===== src/rtl/osc_sweep_pkg.sv =====
// Shared types and widths for the oscillator sweep sequencer.
package osc_sweep_pkg;

  localparam int SEL_W  = 4;
  localparam int MASK_W = 16;

  typedef enum logic [2:0] {
    ST_IDLE    = 3'd0,
    ST_SELECT  = 3'd1,
    ST_MEASURE = 3'd2,
    ST_REPORT  = 3'd3,
    ST_DONE    = 3'd4
  } state_t;

endpackage


===== src/rtl/osc_edge_sync.sv =====
// Two-flop synchroniser for the divided oscillator tap, followed by a
// previous-value register that turns each rising edge into a one-cycle pulse.
module osc_edge_sync (
  input  logic clk_i,
  input  logic rst_i,
  input  logic async_i,
  output logic rise_o
);

  logic meta_q;
  logic sync_q;
  logic prev_q;

  always_ff @(posedge clk_i or posedge rst_i) begin
    if (rst_i) begin
      meta_q <= 1'b0;
      sync_q <= 1'b0;
      prev_q <= 1'b0;
    end else begin
      meta_q <= async_i;
      sync_q <= meta_q;
      prev_q <= sync_q;
    end
  end

  assign rise_o = sync_q & ~prev_q;

endmodule


===== src/rtl/osc_sweep_ctrl.sv =====
// Sweeps clksel over the masked selections, counts oscillator edges in a
// fixed window per selection and reports each count plus the fastest one.
module osc_sweep_ctrl
  import osc_sweep_pkg::*;
#(
  parameter int WINDOW_BITS   = 10,
  parameter int COUNT_BITS    = 12,
  parameter int SETTLE_CYCLES = 16
) (
  input  logic                  clk,
  input  logic                  reset,
  input  logic                  start,
  input  logic                  abort,
  input  logic [MASK_W-1:0]     sel_mask,
  input  logic                  osc_in,
  output logic [SEL_W-1:0]      clksel,
  output logic                  busy,
  output logic                  result_valid,
  output logic [SEL_W-1:0]      result_sel,
  output logic [COUNT_BITS-1:0] result_count,
  output logic                  done,
  output logic [SEL_W-1:0]      best_sel,
  output logic [COUNT_BITS-1:0] best_count,
  output logic                  best_valid,
  output state_t                state_dbg
);

  localparam int TMR_W = ((WINDOW_BITS > $clog2(SETTLE_CYCLES)) ?
                          WINDOW_BITS : $clog2(SETTLE_CYCLES)) + 1;
  localparam logic [TMR_W-1:0] SETTLE_LAST = TMR_W'(SETTLE_CYCLES - 1);
  localparam logic [TMR_W-1:0] WIN_LAST    = TMR_W'((1 << WINDOW_BITS) - 1);

  state_t state_q, state_d;

  logic [SEL_W-1:0]      clksel_q, clksel_d;
  logic [SEL_W-1:0]      result_sel_q, result_sel_d;
  logic [SEL_W-1:0]      best_sel_q, best_sel_d;
  logic [SEL_W-1:0]      run_sel_q, run_sel_d;
  logic [COUNT_BITS-1:0] cnt_q, cnt_d;
  logic [COUNT_BITS-1:0] result_count_q, result_count_d;
  logic [COUNT_BITS-1:0] best_count_q, best_count_d;
  logic [COUNT_BITS-1:0] run_cnt_q, run_cnt_d;
  logic                  run_valid_q, run_valid_d;
  logic                  best_valid_q, best_valid_d;
  logic                  busy_q, busy_d;
  logic                  result_valid_q, result_valid_d;
  logic                  done_q, done_d;
  logic [TMR_W-1:0]      tmr_q, tmr_d;

  logic             rise;
  logic             start_ok;
  logic             first_found, nxt_found;
  logic [SEL_W-1:0] first_sel, nxt_sel;

  osc_edge_sync u_sync (
    .clk_i   (clk),
    .rst_i   (reset),
    .async_i (osc_in),
    .rise_o  (rise)
  );

  assign start_ok = start & ~abort;

  // Descending scan: the last hit is the lowest set bit (overall / above clksel).
  always_comb begin
    first_found = 1'b0;
    first_sel   = '0;
    nxt_found   = 1'b0;
    nxt_sel     = '0;
    for (int i = MASK_W - 1; i >= 0; i--) begin
      if (sel_mask[i]) begin
        first_found = 1'b1;
        first_sel   = SEL_W'(i);
        if (i > int'(clksel_q)) begin
          nxt_found = 1'b1;
          nxt_sel   = SEL_W'(i);
        end
      end
    end
  end

  always_ff @(posedge clk or posedge reset) begin
    if (reset) begin
      state_q        <= ST_IDLE;
      clksel_q       <= '0;
      result_sel_q   <= '0;
      best_sel_q     <= '0;
      run_sel_q      <= '0;
      cnt_q          <= '0;
      result_count_q <= '0;
      best_count_q   <= '0;
      run_cnt_q      <= '0;
      run_valid_q    <= 1'b0;
      best_valid_q   <= 1'b0;
      busy_q         <= 1'b0;
      result_valid_q <= 1'b0;
      done_q         <= 1'b0;
      tmr_q          <= '0;
    end else begin
      state_q        <= state_d;
      clksel_q       <= clksel_d;
      result_sel_q   <= result_sel_d;
      best_sel_q     <= best_sel_d;
      run_sel_q      <= run_sel_d;
      cnt_q          <= cnt_d;
      result_count_q <= result_count_d;
      best_count_q   <= best_count_d;
      run_cnt_q      <= run_cnt_d;
      run_valid_q    <= run_valid_d;
      best_valid_q   <= best_valid_d;
      busy_q         <= busy_d;
      result_valid_q <= result_valid_d;
      done_q         <= done_d;
      tmr_q          <= tmr_d;
    end
  end

  always_comb begin
    state_d = state_q;
    if (abort) begin
      state_d = ST_IDLE;
    end else begin
      case (state_q)
        ST_IDLE:    if (start) state_d = first_found ? ST_SELECT : ST_DONE;
        ST_SELECT:  if (tmr_q == SETTLE_LAST) state_d = ST_MEASURE;
        ST_MEASURE: if (tmr_q == WIN_LAST) state_d = ST_REPORT;
        ST_REPORT:  state_d = nxt_found ? ST_SELECT : ST_DONE;
        ST_DONE:    state_d = ST_IDLE;
        default:    state_d = ST_IDLE;
      endcase
    end
  end

  // Outputs are registered from the next state, so result_valid and done are
  // high exactly during the REPORT and DONE cycles; each is a one-cycle pulse
  // qualifying its data, with no back-pressure from the consumer.
  always_comb begin
    clksel_d       = clksel_q;
    result_sel_d   = result_sel_q;
    result_count_d = result_count_q;
    best_sel_d     = best_sel_q;
    best_count_d   = best_count_q;
    best_valid_d   = best_valid_q;
    run_sel_d      = run_sel_q;
    run_cnt_d      = run_cnt_q;
    run_valid_d    = run_valid_q;
    cnt_d          = cnt_q;
    tmr_d          = '0;

    if (state_d == state_q &&
        (state_q == ST_SELECT || state_q == ST_MEASURE)) begin
      tmr_d = tmr_q + TMR_W'(1);
    end

    if (state_q == ST_SELECT) begin
      cnt_d = '0;
    end else if (state_q == ST_MEASURE && rise && !(&cnt_q)) begin
      cnt_d = cnt_q + COUNT_BITS'(1);
    end

    if (state_q == ST_IDLE && start_ok) begin
      run_sel_d   = '0;
      run_cnt_d   = '0;
      run_valid_d = 1'b0;
    end else if (state_q == ST_REPORT && (!run_valid_q || cnt_q > run_cnt_q)) begin
      run_sel_d   = clksel_q;
      run_cnt_d   = cnt_q;
      run_valid_d = 1'b1;
    end

    if (state_d == ST_SELECT && state_q == ST_IDLE) clksel_d = first_sel;
    if (state_d == ST_SELECT && state_q == ST_REPORT) clksel_d = nxt_sel;

    if (state_d == ST_REPORT) begin
      result_sel_d   = clksel_q;
      result_count_d = cnt_d;
    end

    if (state_d == ST_DONE) begin
      best_sel_d   = run_sel_d;
      best_count_d = run_cnt_d;
      best_valid_d = run_valid_d;
    end

    busy_d         = (state_d != ST_IDLE);
    result_valid_d = (state_d == ST_REPORT);
    done_d         = (state_d == ST_DONE);
  end

  assign clksel       = clksel_q;
  assign busy         = busy_q;
  assign result_valid = result_valid_q;
  assign result_sel   = result_sel_q;
  assign result_count = result_count_q;
  assign done         = done_q;
  assign best_sel     = best_sel_q;
  assign best_count   = best_count_q;
  assign best_valid   = best_valid_q;
  assign state_dbg    = state_q;

endmodule

===== config.mk =====
export PLATFORM = sky130hd
export DESIGN_NAME = osc_sweep_ctrl
export DESIGN_NICKNAME = d
export VERILOG_FILES = /design/src/rtl/osc_sweep_pkg.sv /design/src/rtl/osc_edge_sync.sv /design/src/rtl/osc_sweep_ctrl.sv
export SDC_FILE = /design/constraint.sdc
export NUM_CORES = 1
export LEC_CHECK = 0
export CAP_MARGIN = 15
export CELL_PAD_IN_SITES_DETAIL_PLACEMENT = 0
export CELL_PAD_IN_SITES_GLOBAL_PLACEMENT = 2
export CORE_MARGIN = 2
export CORE_UTILIZATION = 28
export CTS_CLUSTER_DIAMETER = 150
export DETAILED_ROUTE_END_ITERATION = 16
export HOLD_SLACK_MARGIN = 0.06
export PLACE_DENSITY = 0.69
export SLEW_MARGIN = 10
export SYNTH_ARGS = -nofsm -noshare
export SYNTH_HDL_FRONTEND = slang
export SYNTH_SLANG_ARGS = --single-unit
export TNS_END_PERCENT = 5

===== constraint.sdc =====
create_clock -name clk -period 2.9 [get_ports clk]
set_input_delay 0.87 -clock clk [delete_from_list [all_inputs] [get_ports clk]]
set_output_delay 0.87 -clock clk [all_outputs]
set_load 0.01 [all_outputs]

Yosys cells after proc, flatten, opt, wreduce, memory -nomap -nowiden
Cells that the tools add are included.
{ "totals": {"reg_bits": 86, "inputBits": 21, "output_inout_bits": 43, "wordCells": 174} }
{ "op_classes": {"n_addsub": 2, "order_cmp": 16, "n_eq_ne": 9, "n_mux": 110, "bitwise_logic": 4, "n_reduce_logical": 15} }
{ "op_table": {"columns": ["op", "count"], "rows": [
  ["$mux 4", 50],
  ["$mux 1", 48],
  ["$mux 12", 4],
  ["$gt 4x4->1 const A", 8],
  ["$mux 3", 6],
  ["$gt 3x4->1 const A", 4],
  ["$add 12x1->12 const B", 1],
  ["$gt 12x12->1", 1],
  ["$pmux 3 s4", 1],
  ["$reduce_and 12->1", 1],
  ["$add 11x1->11 const B", 1],
  ["$eq 11x10->1 const B", 1],
  ["$eq 11x4->1 const B", 1],
  ["$mux 11", 1],
  ["$eq 3x2->1 const B", 3],
  ["$gt 2x4->1 const A", 2],
  ["$logic_and 1x1->1", 7],
  ["$eq 3x1->1 const B", 2],
  ["$gt 1x4->1 const A", 1],
  ["$eq 3x3->1", 1],
  ["$eq 3x3->1 const B", 1],
  ["$logic_not 3->1", 1],
  ["$reduce_bool 3->1", 1],
  ["$and 1x1->1", 2],
  ["4 further kinds", 7]
]} }

Logic depth before layout (Yosys ltp)
{ "logic_depth": {"depth_word": 38, "ltp_mapped": 10} }

By module
From an unflattened synthesis, not the netlist that was laid out.
{ "unflattened": {"cells_unflattened": 517, "hier_area_um2": 4793.3} }
{ "modules_own_cells": {"columns": ["mod", "instances", "cells_each", "area_per_inst_um2"], "rows": [
  ["osc_sweep_ctrl", 1, 512, 4700.8],
  ["osc_edge_sync", 1, 5, 92.6]
]} }

Least setup slack after synthesis
OpenSTA, ideal clock, no wires.
{ "synth_timing": {"kind": "in2reg", "startpoint": "in sel_mask[8]", "endpoint": "reg result_count_q[0], in the netlist result_count[0]", "setup_time_ns": 0.125, "arrival_ns": 2.517, "setup_slack_ns": 0.258, "stages": 8, "path_cell_list": "nor4_1 -> nand4_1 -> and2_4 -> a221o_1 -> and2_4 -> buf_6 -> buf_12 -> mux2_4"} }
{ "synth_between": {"elab_chain_cells": 19} }
{ "synth_lines": {"columns": ["element", "line", "source"], "rows": [
  ["from (decl)", "osc_sweep_ctrl.sv:14", "input logic [MASK_W-1:0] sel_mask,"],
  ["$mux 1", "osc_sweep_ctrl.sv:71", "if (sel_mask[i]) begin"],
  ["$mux 1", "osc_sweep_ctrl.sv:74", "if (i > int'(clksel_q)) begin"],
  ["$mux 1", "osc_sweep_ctrl.sv:71", null],
  ["$mux 1", "osc_sweep_ctrl.sv:74", null],
  ["$mux 1", "osc_sweep_ctrl.sv:71", null],
  ["$mux 1", "osc_sweep_ctrl.sv:74", null],
  ["$mux 1", "osc_sweep_ctrl.sv:71", null],
  ["$mux 1", "osc_sweep_ctrl.sv:74", null],
  ["(+4 left out)", null, null],
  ["$mux 1", "osc_sweep_ctrl.sv:71", null],
  ["$mux 1", "osc_sweep_ctrl.sv:74", null],
  ["$mux 1", "osc_sweep_ctrl.sv:71", null],
  ["$mux 3", "osc_sweep_ctrl.sv:127", "ST_REPORT: state_d = nxt_found ? ST_SELECT : ST_DONE;"],
  ["$pmux 3 s4 *", "osc_sweep_ctrl.sv:123", "case (state_q)"],
  ["$mux 3 *", "osc_sweep_ctrl.sv:120", "if (abort) begin"],
  ["$eq 3x2->1 *", null, null],
  ["via result_valid_d", "osc_sweep_ctrl.sv:46", "logic result_valid_q, result_valid_d;"],
  ["to (signal assigned)", "osc_sweep_ctrl.sv:106", "result_count_q <= result_count_d;"],
  ["to (decl)", "osc_sweep_ctrl.sv:40", "logic [COUNT_BITS-1:0] result_count_q, result_count_d;"]
]} }
Mark *: on every way through the listed nets, which the timed path passes. The rest lies on a longest branch.
A chain may end at the register's enable or synchronous reset.

Final worst setup path
{ "layout_timing": {"startpoint": "in sel_mask[2]", "endpoint": "reg result_count_q[6], in the netlist result_count[6]"} }
{ "layout_between": {"elab_chain_cells": 8} }
{ "layout_lines": {"columns": ["element", "line", "source"], "rows": [
  ["$mux 1 (3 in series)", "osc_sweep_ctrl.sv:71", null],
  ["$mux 3 (2 in series)", "osc_sweep_ctrl.sv:124", "ST_IDLE: if (start) state_d = first_found ? ST_SELECT : ST_DONE;"],
  ["$pmux 3 s4 *", "osc_sweep_ctrl.sv:123", null],
  ["$mux 3 *", "osc_sweep_ctrl.sv:120", null],
  ["$eq 3x2->1 *", "osc_sweep_ctrl.sv:174", "if (state_d == ST_REPORT) begin"]
]} }
Mark *: on every way between the ends. The rest lies on a longest branch, timed or not.

==> summary.txt <==
Synth
  – #FFs+latches synth: 86
  – Ys async rst share: 100%
  – Post-synth design cell area: 4480 um^2
  – Synthesized netlist net count: 481
  – Post-Synthesis Cells: 446
  – Synth Area per Inst: 10.0 um^2
  – Number of enable flip-flop cells after synthesis: 0
  – Sequential-to-total area share from yosys stat: roughly half
  – Most frequently used flop master after synthesis: dfrtp_1
  – Syn. warnings: 0
  – Synth cell types: 63

Finish
  – Net count, final: 590
  – Register Area: 2150 um^2
  – Post-layout instance area: about 6000 um^2
  – Count of antenna diodes in the layout: 0
  – Number of fill cells: 1621
  – Area used by multi-input combinational logic: 2160 um^2
  – Non-filler cells, final: 773
  – Area grow syn2layout: 33.5%
  – Fraction of final layout cells with drive strength greater than 1: 16.7%

Power and ir drop
  – Psw: 0.671 mW
  – PwrDens: 439 nW/um^2
  – Switch share: 25.5%
  – Maximum VDD drop: 0.000204 V
  – Share of total power in combinational logic: 13.4%
  – Leakage power total: 2.75 nW
  – Relative contribution of sequential cells to total power: between 40% and 50%
  – Int Power: about 2 mW
  – Share of power burned in the clock network: 38.3%

Timing
  – Final-report max-slew violation count: 0
  – Fin Setup TNS: 0 ns
  – Final hold vios: 0
  – Final setup vio count: 0
  – Final period util: between 90% and 100%
  – Achievable Freq: ~0.36 GHz
  – Final critical path time including I/O delays and setup: 2.81 ns
  – Rel. slew slack: 55.1%
  – Worst slew pin tran: 0.673 ns
  – Worst clock skew on the final layout: around 0.006 ns

Drt
  – Count of nets left with antenna violations after detail routing: 0
  – Number of DRC markers in iteration 0: 232
  – Routed wire length: 12.1 mm
  – DRC violation count after routing: 0
  – Via Count: 3666
  – Vias per inst: 4.74
  – Routed WL per cell: 15.6 um
  – First-pass iteration count of the detailed router: 4

GRT
  – Initial antenna violation count: 0
  – Total routing usage reported by global routing: about 15%
  – Vias in the first global route: 3768
  – Largest net degree at the start of global routing: 35
  – First-pass GRT wire length: 19.4 mm
  – Overall overflow remaining after global route: 0

Clocking
  – Clk slew on worst S/H paths: ~0.060 ns
  – Number of buffers between clock root and the deepest sink: 2
  – Number of sinks handled by clock tree synthesis: 86
  – Latest clock arrival within the worst-skew pair: 0.34 ns
  – TritonCTS clock tree: done
  – CTS Root Cell: clkbuf_16
  – H-Tree Level Count: 3
  – Number of buffers inserted during clock tree synthesis: 9
  – Number of setup buffers added after CTS: 0

Die
  – Chip height: 130 um
  – Ports placed on the boundary: 64
  – Die span in x: between 100 and 150 um
  – Core box area: 15800 um^2
  – Number of placement rows: 46
  – Floorplan die area: 17000 um^2
  – Initial core utilization: around 28%

Worst hold path
  – Class of the worst hold path: reg -> reg

Placed design
  – Area post-placement: approximately 5700 um^2
  – Placed Cells incl. Taps: 758
  – Placer Congestion: roughly 0.80
  – Estimated wirelength of the detail-placed design: 8.72 mm
  – Buffers on Ports: 63

Outcome
  – Run status: completed

Critical path
  – Top fanout value on the critical path: 6
  – CP startpoint kind: input port
  – Data required, critical path: 3.12 ns
  – Signal arrival time at the worst endpoint: 3.03 ns
  – Endpoint class of the critical path: flop
  – Critical path class: in -> reg

Run
  – Max_cap viols: 0
==> power groups by stage <==
stage                     Combinational, mW  Clock [mW]  Sequential (mW)
after global routing                  0.388        1.10             1.27
after global placement                0.348           0             1.29
after floorplan                       0.196           0             1.26
after detailed placement              0.350           0             1.29
after CTS                             0.351        1.05             1.27
final                                 0.352        1.01             1.27
==> flip-flops by register name, indices dropped and copies added (netlist names), 3 cells and up <==
register	cells
best_count	12
tmr_q	11
clksel	4
state_dbg	3
best_sel	4
result_sel	4
cnt_q	12
run_cnt_q	12
result_count	12
run_sel_q	4
==> cell usage in the layout (no fill, tap or decap), types with 8 or more instances in the layout <==
master and count:
dfrtp_1 86, nor2_1 62, clkdlybuf4s50_1 61, buf_4 46
nand2_1 36, inv_1 27, o21ai_0 26, mux2i_1 18
a21oi_1 15, ha_1 14, nor3_1 12, xnor2_1 12
nand3_1 10, mux2_4 9, clkbuf_16 9, xor2_1 8
mux2_2 8
==> per-stage QoR <==
step | setup WS [ns] | util, % | power (mW) | hold slack [ns]
after global placement | -0.349 | 36.1 | 1.64 | 0.345
after global routing | -0.0166 | 37.9 | 2.76 | 0.358
after CTS | 0.00267 | 37.7 | 2.67 | 0.350
after detailed placement | -0.326 | 36.1 | 1.64 | 0.336
final | 0.0908 | 37.9 | 2.63 | 0.347
after floorplan | 0.258 | - | 1.45 | 0.331
==> final timing paths <==
check / from / endpoint / slack, ns / cells after the start
max reg2reg: clksel[2] / clksel[3] / 0.50 / 6
min in group asynchronous: reset / u_sync.meta_q / 0.92 / 2
max: sel_mask[2] / result_count[6] / 0.09 / 7
min: u_sync.meta_q / u_sync.sync_q / 0.35 / 0
max in group asynchronous: reset / best_count[0] / 1.43 / 3
min reg2reg: u_sync.meta_q / u_sync.sync_q / 0.35 / 0
==> timing repair <==
| item | in CTS | in global routing |
|---|---|---|
| resized for setup | 0 | 8 |
| setup endpoints to repair | 0 | 27 |
| hold buffers | 0 | 0 |
==> kinds of logic (layout without fill, tap and decap cells) <==
family | count (synthesis) | in the layout | synth area share, %
adder cells (fa/ha/maj) | 14 | 14 | 3.91
AO/OA/AOI/OAI | 83 | 83 | 12.3
buffers and inverters | 44 | 153 | 4.47
XOR/XNOR | 20 | 20 | 3.91
flip-flops | 86 | 86 | 48.0
AND/OR/NAND/NOR | 164 | 166 | 18.4
multiplexers | 35 | 35 | 9.05
==> layer usage <==
layer | vias to the layer above | GRT usage [%] | wire [um]
li1 | 1782 | - | -
met1 | 1800 | 18.7 | 5560
met2 | 73 | 25.3 | 5820
met3 | 11 | 3.30 | 539
met4 | 0 | 4.82 | 149
met5 | - | 0 | 0
==> critical path, stage by stage <==
cell             delay (ns)
clkdlybuf4s50_1        0.52
nor4_4                 0.32
nand4_1                0.21
and2_4                 0.20
a221o_2                0.37
and2_4                 0.23
mux2_4                 0.31
==> cells in the mapped netlist, drive strengths merged, types with 2 or more instances <==
library cell / count / area share [%]
nor2b: 6 / 0.84
o31ai: 3 / 0.81
mux2: 17 / 5.0
ha: 14 / 3.9
inv: 28 / 2.3
o21a: 2 / 0.34
and3: 6 / 0.84
nand3b: 2 / 0.34
a21oi: 15 / 1.7
dfrtp: 86 / 48
xor2: 8 / 1.6
o21ai: 29 / 3.3
nand4: 6 / 0.84
and2: 3 / 0.53
nand2: 36 / 3.0
nand2b: 2 / 0.28
o22ai: 5 / 0.70
o2bb2ai: 2 / 0.39
a21boi: 4 / 0.67
o22a: 3 / 0.59
clkbuf: 5 / 0.42
nor3: 12 / 1.3
buf: 11 / 1.7
nor4: 8 / 1.9
and4: 3 / 0.59
o21bai: 2 / 0.34
nand3: 10 / 1.1
xnor2: 12 / 2.3
mux2i: 18 / 4.0
nor2: 62 / 5.2
a31oi: 3 / 0.42
==> area by class of cell <==
cell class | count | area share, %
Tap cell | 216 | 4.52
Sequential cell | 86 | 36.0
Clock inverter | 2 | 0.209
Inverter | 28 | 1.82
Multi-Input combinational cell | 318 | 36.2
Timing Repair Buffer | 112 | 17.4
Clock buffer | 11 | 3.89
No activity file was read; power rests on OpenSTA's default activity.
